===== src/rtl/spi_slave.sv =====
// spi_slave: SPI mode-0 slave endpoint, MSB first, fixed 8-bit frames, single SCLK domain.
// Latency: one byte in and one byte out per 8 SCLK rising edges, no extra pipeline stage.
// Backpressure: none; _CS high freezes every register, and the master paces all transfers.
//
// Ports:
//   SCLK                 in   serial clock from master, the only clock (rising edge)
//   RST                  in   synchronous active-high reset, sampled on SCLK rising edge
//   _CS                  in   active-low chip select; high holds all state
//   MOSI                 in   serial data from master
//   TXDataLine[7:0]      in   next byte to transmit; loaded at reset and at each byte boundary
//   MISO                 out  serial data to master, always TX shift register bit 7
//   RXDataLine[7:0]      out  parallel view of the receive shift register
//   TranscationCompleted out  high after the 8th bit of a byte until the next shift or reset
module spi_slave (
  input  logic       SCLK,
  input  logic       RST,
  input  logic       _CS,
  input  logic       MOSI,
  input  logic [7:0] TXDataLine,
  output logic       MISO,
  output logic [7:0] RXDataLine,
  output logic       TranscationCompleted
);

  logic [7:0] tx_sr_q, tx_sr_d;
  logic [7:0] rx_sr_q, rx_sr_d;
  logic [2:0] count_q, count_d;
  logic       done_q,  done_d;

  logic       shift_en;
  logic       last_bit;

  assign shift_en = ~_CS;
  assign last_bit = (count_q == 3'd7);

  // Next-state logic for a shift edge. Hold is the default: with _CS high
  // nothing moves, including the bit counter, so a frame interrupted by _CS
  // resumes where it stopped. Only RST realigns the byte framing.
  always_comb begin
    tx_sr_d = tx_sr_q;
    rx_sr_d = rx_sr_q;
    count_d = count_q;
    done_d  = done_q;
    if (shift_en) begin
      rx_sr_d = {rx_sr_q[6:0], MOSI};
      count_d = count_q + 3'd1;  // wraps 7 -> 0 naturally
      if (last_bit) begin
        // Byte boundary: the master has just sampled the last bit of the
        // current byte, so the next byte can be loaded in parallel now and
        // its MSB is on MISO before the next rising edge.
        tx_sr_d = TXDataLine;
        done_d  = 1'b1;
      end else begin
        tx_sr_d = {tx_sr_q[6:0], 1'b0};
        done_d  = 1'b0;
      end
    end
  end

  // Reset overrides chip select; a reset mid-byte discards the partial frame.
  always_ff @(posedge SCLK) begin
    if (RST) begin
      tx_sr_q <= TXDataLine;
      rx_sr_q <= 8'h00;
      count_q <= 3'd0;
      done_q  <= 1'b0;
    end else begin
      tx_sr_q <= tx_sr_d;
      rx_sr_q <= rx_sr_d;
      count_q <= count_d;
      done_q  <= done_d;
    end
  end

  assign MISO                 = tx_sr_q[7];
  assign RXDataLine           = rx_sr_q;
  assign TranscationCompleted = done_q;

endmodule


===== config.mk =====
export PLATFORM = sky130hd
export DESIGN_NAME = spi_slave
export DESIGN_NICKNAME = d
export VERILOG_FILES = /design/src/rtl/spi_slave.sv
export SDC_FILE = /design/constraint.sdc
export NUM_CORES = 1
export LEC_CHECK = 0
export ABC_AREA = 1
export CAP_MARGIN = 20
export CORE_ASPECT_RATIO = 0.9
export CORE_MARGIN = 2
export CORE_UTILIZATION = 46
export DETAILED_ROUTE_END_ITERATION = 8
export PLACE_DENSITY = 0.82
export SETUP_SLACK_MARGIN = 0.3
export SYNTH_ARGS = -nofsm -noshare
export SYNTH_HDL_FRONTEND = slang
export SYNTH_SLANG_ARGS = --single-unit

===== constraint.sdc =====
create_clock -name SCLK -period 1.65 [get_ports SCLK]
set_clock_uncertainty 0.2 [all_clocks]
set_input_delay 0.33 -clock SCLK [delete_from_list [all_inputs] [get_ports SCLK]]
set_output_delay 0.33 -clock SCLK [all_outputs]
set_load 0.01 [all_outputs]

# Yosys cells after proc, flatten, opt, wreduce, memory -nomap -nowiden
# Cells that the tools add are included.
# totals
ff_bits	20
wordCells	11
# classes
addsub	1
mux	4
n_eq_ne	2
# op_table
op	count
two-way mux 8 bit	3
adder 3 x 1 -> 3 bit, second input constant	1
== test 3 bit, second input constant	1
!= test 2 bit, second input constant	1
two-way mux 1 bit	1

# Logic depth before layout (Yosys ltp)
# Gate-level depths: netlist (run 1).
# depth
word_depth	4
ltp_mapped	6
depth_no_buf	6

# Least setup slack after synthesis (run 1)
# No wires, ideal clock.
# synth_path
kind	flip-flop to flip-flop
from	register count_q[0]
to	register tx_sr_q[0] (data pin)
path_buffers	0
path_stages_with_launch	5
arrival_ps	979
required_time_ps	1189
setup_slack_ps	210
synth_period_minus_slack_ps	1440
setup_time_ps	261
path_cell_list	dfxtp_1 > ha_1 > ha_1 > nor2_2 > nor2_1
# synth_between
elab_chain_len	4
# synth_rtl
element	line_no	rtl
start: declaration	27	logic [2:0] count_q, count_d;
start signal: assignment	70	count_q <= count_d;
== test 3 bit	34	assign last_bit = (count_q == 3'd7);
via last_bit	31	logic last_bit;
two-way mux 8 bit	47	if (last_bit) begin
two-way mux 8 bit	44	if (shift_en) begin
two-way mux 8 bit	62	if (RST) begin
end signal: assignment	63	tx_sr_q <= TXDataLine;
end signal: assignment	68	tx_sr_q <= tx_sr_d;
end: declaration	25	logic [7:0] tx_sr_q, tx_sr_d;
# The timed path passes the listed nets, and every way through them passes these cells. The select of a mux whose other input is x is not followed.
# A chain may end at the register's enable or synchronous reset.

# Final worst setup path (run 1)
# layout_path
from	input RST
to	register tx_sr_q[4], enable pin
# layout_between
elab_chain_len	1
# layout_rtl
element	line_no	rtl
start: declaration	16	input logic RST,
!= test 2 bit (no source line)	n/a	
# Every way passes these cells.

==> flow_summary.ini, run 1 <==
[routing]
number_of_iterations_in_the_first_detailed_routing_pass = 4
route.final.wire_length_um = 1710
vias_per_cell = 4.29
routed_wire_length_per_instance_um = 10.1
dr.first_iter.drc_count = 7
post-route-drc-count = 0
vias = 730
drt.antenna.violating_nets = 0

[power]
p_int_mw = 0.736
clkPwrFrac = 0.239
max-vdd-ir-drop_v = 0.000522
power.switching_fraction = 0.256
power_leakage_nw = 0.599
p_per_area_nw_per_um2 = 824
switching_power_mw = 0.254
flop_pwr_share = 0.586
combinationalPowerShare = 0.175

[synthesis]
synth_seq_cells = 20
synth.lib_cells_used.distinct = 10
synthSimpleGateAreaFrac = 0.323
seq_area_frac_synth = 0.552
postSynthCellCount = 113
synth.net_count = 127
synth_compound_gate_area_share = 0
synthesis.yosys.warnings = 0
largest_family_of_logic_cells_by_synthesized_area = simple AND/OR/NAND/NOR gates
post_synth_instance_area_um2 = 871
post_synth.cell_area_avg_um2 = 7.71
synth_xor_area_frac = 0
adder_cell_area_share_of_the_yosys_netlist = 0.0287
mux_contribution_to_synthesized_area = 0

[floorplan]
placeableCoreArea_um2 = 1730
fp.dieArea_um2 = 2260
num_io_pins = 22
initial_utilization = 0.502
count_of_standard_cell_rows = 14
die_height_um = 45.3
floorplan.die.width_um = 49.9

[place]
dp_hpwl_um = 1170
io_buffer_count = 21
place_congestion = 0.718
place_area_um2 = 1140

[setup_path]
cp_data_required_time_ns = 1.43
reg2reg_slack_ns = 0.26
worstSetupPathType = in -> reg
timing.rr.start = count_q[0]
worst_setup_path_end_kind = flop
critical_path.reg2reg.endpoint = tx_sr_q[4]
path_cells = clkdlybuf4s50_1 > inv_2 > nand2_1
crit_path_start_kind = primary input
critPathMaxStageDelay_ns = 0.50
worst_path_max_delay_cell = sky130_fd_sc_hd__clkdlybuf4s50_1
timing.critical_path.arrival_ns = 1.16
worst_reg_to_reg_cells = 6
critical_path_peak_fanout = 8

[grt]
grt.overflow.total = 0
first_pass_grt_wire_length_um = 2700
first_global_vias = 611
grt_util_all_layers = 0.166
grt_max_degree = 17
antenna_violations_before_repair = 0

[clocking]
ctsRootBufferMaster = sky130_fd_sc_hd__clkbuf_4
clock_tree_from_tritoncts = built
cts-buffers-inserted = 3
ctsHtreeMaxLevel = 1
clock_sinks = 20
clk_transition_reported_paths_ns = 0.12
clk_path_buf_depth = 2
clock_insertion_delay_worst_skew_ns = 0.30
holdBufCountCts = 0

[hold_path]
holdPathEnd = RXDataLine[6]
min_path_cells = 2
hp-start = RXDataLine[5]
hold_class = reg -> reg

[sta]
final.period_utilization = 0.840
timing.final.setup_violations = 0
max_clock_freq_mhz = 721
finalHoldWorstSlack_ns = 0.302
timing.final.crit_period_ns = 1.39
timing_max_transition_violations_final = 0
timing.slew.headroom = 0.775
grt_setup_unrepaired = true
timing_worst_slew_pin_value_ns = 0.337
final_hold_viol_count = 0

[cells_and_area]
final_cell_area_um2 = 1200
drive_above_1_share = 0.315
syn_to_final_growth_pct = 37.9
nNetsFinal = 161
antenna_cells_inserted = 0

[status]
run_status = complete, no violations

[run]
number_of_max_cap_violations = 0
==> per-layer routing <==
metal | routed length [um] | track usage | up-vias
met5 | 0 | 0 | -
li1 | - | - | 402
met1 | 818 | 0.210 | 308
met2 | 791 | 0.277 | 18
met4 | 14 | 0.0667 | 0
met3 | 86 | 0.0397 | 2
==> critical path: cells and delay by family <==
kind,cells,cell delay [ns]
buf+inv,2,0.57
simple gates,1,0.27
==> Yosys cell counts <==
library cell               number  area share
sky130_fd_sc_hd__buf_2          1      0.0057
sky130_fd_sc_hd__buf_6          2       0.026
sky130_fd_sc_hd__dfxtp_1       12        0.28
sky130_fd_sc_hd__edfxtp_1       8        0.28
sky130_fd_sc_hd__ha_1           2       0.029
sky130_fd_sc_hd__inv_1         14       0.060
sky130_fd_sc_hd__inv_2          1      0.0043
sky130_fd_sc_hd__nand2_1       47        0.20
sky130_fd_sc_hd__nor2_1        23       0.099
sky130_fd_sc_hd__nor2_2         3       0.022
==> metrics by stage <==
stage,instances,setup WS [ns],TNS [ns],total power [mW],utilization
4_1_cts,170,0.257,0,0.996,0.692
2_1_floorplan,113,0.311,0,0.674,-
6_report,170,0.263,0,0.989,0.693
3_3_place_gp,159,-0.0134,-0.106,0.747,0.655
3_5_place_dp,159,-0.0514,-0.410,0.756,0.655
5_1_grt,170,0.225,0,1.04,0.693
==> flip-flops by register name, summed over array words and instances (netlist names) <==
| name | flops |
|---|---|
| RXDataLine | 8 |
| tx_sr_q | 8 |
| count_q | 3 |
| TranscationCompleted | 1 |
==> power by group through the flow <==
stage	clock (mW)	sequential [mW]	combinational, mW
2_1_floorplan	0	0.593	0.0818
3_3_place_gp	0	0.586	0.161
3_5_place_dp	0	0.588	0.168
4_1_cts	0.242	0.580	0.173
5_1_grt	0.261	0.585	0.194
6_report	0.236	0.580	0.173
==> worst max path at each step <==
| stage | from | end | cells past startpoint |
|---|---|---|---|
| after detailed placement | RST | tx_sr_q[2] | 3 |
| after floorplan | count_q[0] | tx_sr_q[1] | 6 |
| final | RST | tx_sr_q[4] | 3 |
| after global placement | RST | tx_sr_q[0] | 3 |
| after CTS | RXDataLine[6] | RXDataLine[6] | 1 |
| after global routing | count_q[0] | tx_sr_q[3] | 6 |
==> cell families (layout without fill, tap and decap cells) <==
group / count (synthesis) / count (layout)
buffers and inverters: 18 / 51
AND/OR/NAND/NOR: 73 / 73
flip-flops: 20 / 20
adder cells (fa/ha/maj): 2 / 2
==> cells in the final DEF (no fill, tap or decap), drive strengths merged <==
| master | instances |
|---|---|
| clkbuf | 3 |
| edfxtp | 8 |
| nor2 | 26 |
| clkdlybuf4s50 | 11 |
| clkinv | 1 |
| buf | 21 |
| nand2 | 47 |
| ha | 2 |
| dfxtp | 12 |
| inv | 15 |
==> area by class of cell <==
type                    count  area (um^2)
multi-input cells          75          352
clock buffers               3         22.5
flip-flops and latches     20          494
repair buffers             32          243
well taps                  24         30.0
fillers                   138          533
clock inverters             1         3.75
inverters                  15         56.3
==> timing repair <==
item	in CTS	in global routing
setup endpoints to repair	26	18
pin swaps	5	1
setup buffers	7	0
gates resized for setup	53	4
No activity file was read; power rests on OpenSTA's default activity.
==> inputs of run 2 (changes only) <==
Clock period 1.65 ns to 1.3 ns, I/O delays scaled along.
==> flow_summary.ini, run 2 (synthesized netlist as in run 1, its figures left out) <==
[clocking]
cts-buffers-inserted = 3
clock_sinks = 20
clock_tree_from_tritoncts = built
clk_path_buf_depth = 2
ctsHtreeMaxLevel = 1
clk_transition_reported_paths_ns = 0.11
clock_insertion_delay_worst_skew_ns = 0.30
holdBufCountCts = 0
ctsRootBufferMaster = sky130_fd_sc_hd__clkbuf_4

[floorplan]
floorplan.die.width_um = 49.9
num_io_pins = 22
count_of_standard_cell_rows = 14
die_height_um = 45.3
placeableCoreArea_um2 = 1730
fp.dieArea_um2 = 2260
initial_utilization = 0.502

[run]
number_of_max_cap_violations = 0

[place]
dpl.cell_count = 167
place_worst_setup_slack_ns = -0.271
place_congestion = 0.708
dp_hpwl_um = 1340
io_buffer_count = 21

[cells_and_area]
nNetsFinal = 166
syn_to_final_growth_pct = 59.9
post_layout_nonfiller_instances = 175
drive_above_1_share = 0.437
sequential_cell_area_um2 = 494
final_common_cell = sky130_fd_sc_hd__nand2_1
multi_input_comb_area_um2 = 412
fill_cells = 96
antenna_cells_inserted = 0
layout.cells.most_common_list = sky130_fd_sc_hd__nand2_1, sky130_fd_sc_hd__nor2_1, sky130_fd_sc_hd__inv_1, sky130_fd_sc_hd__buf_6

[routing]
drt.antenna.violating_nets = 0
post-route-drc-count = 0
routed_wire_length_per_instance_um = 13.0
vias_per_cell = 4.71
route.final.wire_length_um = 2280
dr.first_iter.drc_count = 14
number_of_iterations_in_the_first_detailed_routing_pass = 4
vias = 825

[sta]
setup_slack_ns = -0.0985
timing.final.setup_violations = 8
timing.slew.headroom = 0.868
finalHoldWorstSlack_ns = 0.193
timing.final.crit_period_ns = 1.40
timing_max_transition_violations_final = 0
timing_worst_slew_pin_value_ns = 0.198
final.setup.tns_ns = -0.725
grt_setup_unrepaired = true
max_clock_freq_mhz = 715
final_hold_viol_count = 0
final.period_utilization = 1.08

[power]
p_per_area_nw_per_um2 = 971
power_leakage_nw = 0.660
fin_total_pwr_mw = 1.35
max-vdd-ir-drop_v = 0.000667

[setup_path]
critical-path-top-delay-family = flip-flops
worst_setup_path_end_kind = flop
start_point_of_the_critical_path = count_q[0]
critical_path_buf_inv_count = 1
worstSetupPathType = reg -> reg
worst_path_max_delay_cell = sky130_fd_sc_hd__dfxtp_2
worst_reg_to_reg_cells = 6
reg2reg_slack_ns = -0.1
critical_path_peak_fanout = 7
critical_path.reg2reg.endpoint = tx_sr_q[1]
endpoint = tx_sr_q[1]
cp_data_required_time_ns = 1.17
timing.rr.start = count_q[0]
timing.critical_path.arrival_ns = 1.27
cp_num_cells = 6
path_cells = ha_4 > ha_4 > inv_4 > nand2_8 > nand2_1 > nand2_1
critPathMaxStageDelay_ns = 0.35
crit_path_start_kind = flop

[grt]
antenna_violations_before_repair = 0
grt_max_degree = 13
grt_util_all_layers = 0.184
grt.overflow.total = 0
first_global_vias = 711
first_pass_grt_wire_length_um = 3060

[status]
failed_checks = negative setup slack
run_status = complete, but fails checks

[hold_path]
hold_class = in -> reg
min_path_cells = 3
==> run 2: cell count changes in the layout (fill, tap and decap cells not counted), moves of 5 or more <==
cell | previous run | this run
sky130_fd_sc_hd__buf_2 | 10 | 1
sky130_fd_sc_hd__buf_6 | 0 | 12
sky130_fd_sc_hd__nand2_1 | 43 | 35
sky130_fd_sc_hd__nand2_2 | 3 | 9
sky130_fd_sc_hd__nor2_1 | 23 | 18
sky130_fd_sc_hd__nor2_2 | 2 | 7
==> run 2: per-layer routing <==
layer  share of wire  GRT usage
met5               0          0
met4          0.0084     0.0833
met3           0.048     0.0430
met2            0.54      0.320
met1            0.40      0.222
==> run 2: how the worst min path moves through the flow <==
stage / start / endpoint / slack (ns)
after floorplan: MOSI / RXDataLine[0] / 0.19
after global placement: RXDataLine[6] / RXDataLine[7] / 0.28
after detailed placement: tx_sr_q[0] / tx_sr_q[1] / 0.31
after CTS: MOSI / RXDataLine[0] / 0.31
after global routing: RST / tx_sr_q[0] / 0.20
final: RST / tx_sr_q[0] / 0.19
==> run 2: final cells by class <==
cell class,count,share of cell area
repair buffers,37,0.263
multi-input cells,75,0.296
inverters,15,0.0458
flip-flops and latches,20,0.355
clock buffers,4,0.0189
well taps,24,0.0216
==> run 2: worst min-delay path, delay by kind of cell <==
| family | cells | cell delay, ns |
|---|---|---|
| simple gates | 2 | 0.17 |
| buf+inv | 1 | 0.15 |
==> run 2: what timing repair did <==
action / CTS / global route
setup endpoints to repair: 38 / 26
endpoints found under the hold margin: 0 / 0
pin swaps: 8 / 9
gates resized for setup: 64 / 23
setup buffers: 0 / 3
cloned: 0 / 1
==> run 2: power breakdown <==
part           internal [mW]  switching (mW)  total [mW]
sequential             0.712          0.0291       0.741
clock                  0.119           0.189       0.309
combinational          0.160           0.143       0.303
total                  0.992           0.361        1.35
==> run 2: through the flow <==
step / cell area (um^2) / util
CTS: 1290 / 0.742
floorplan: 936 / -
global route: 1390 / 0.803
global placement: 1230 / 0.711
finish: 1390 / 0.803
detailed placement: 1230 / 0.711
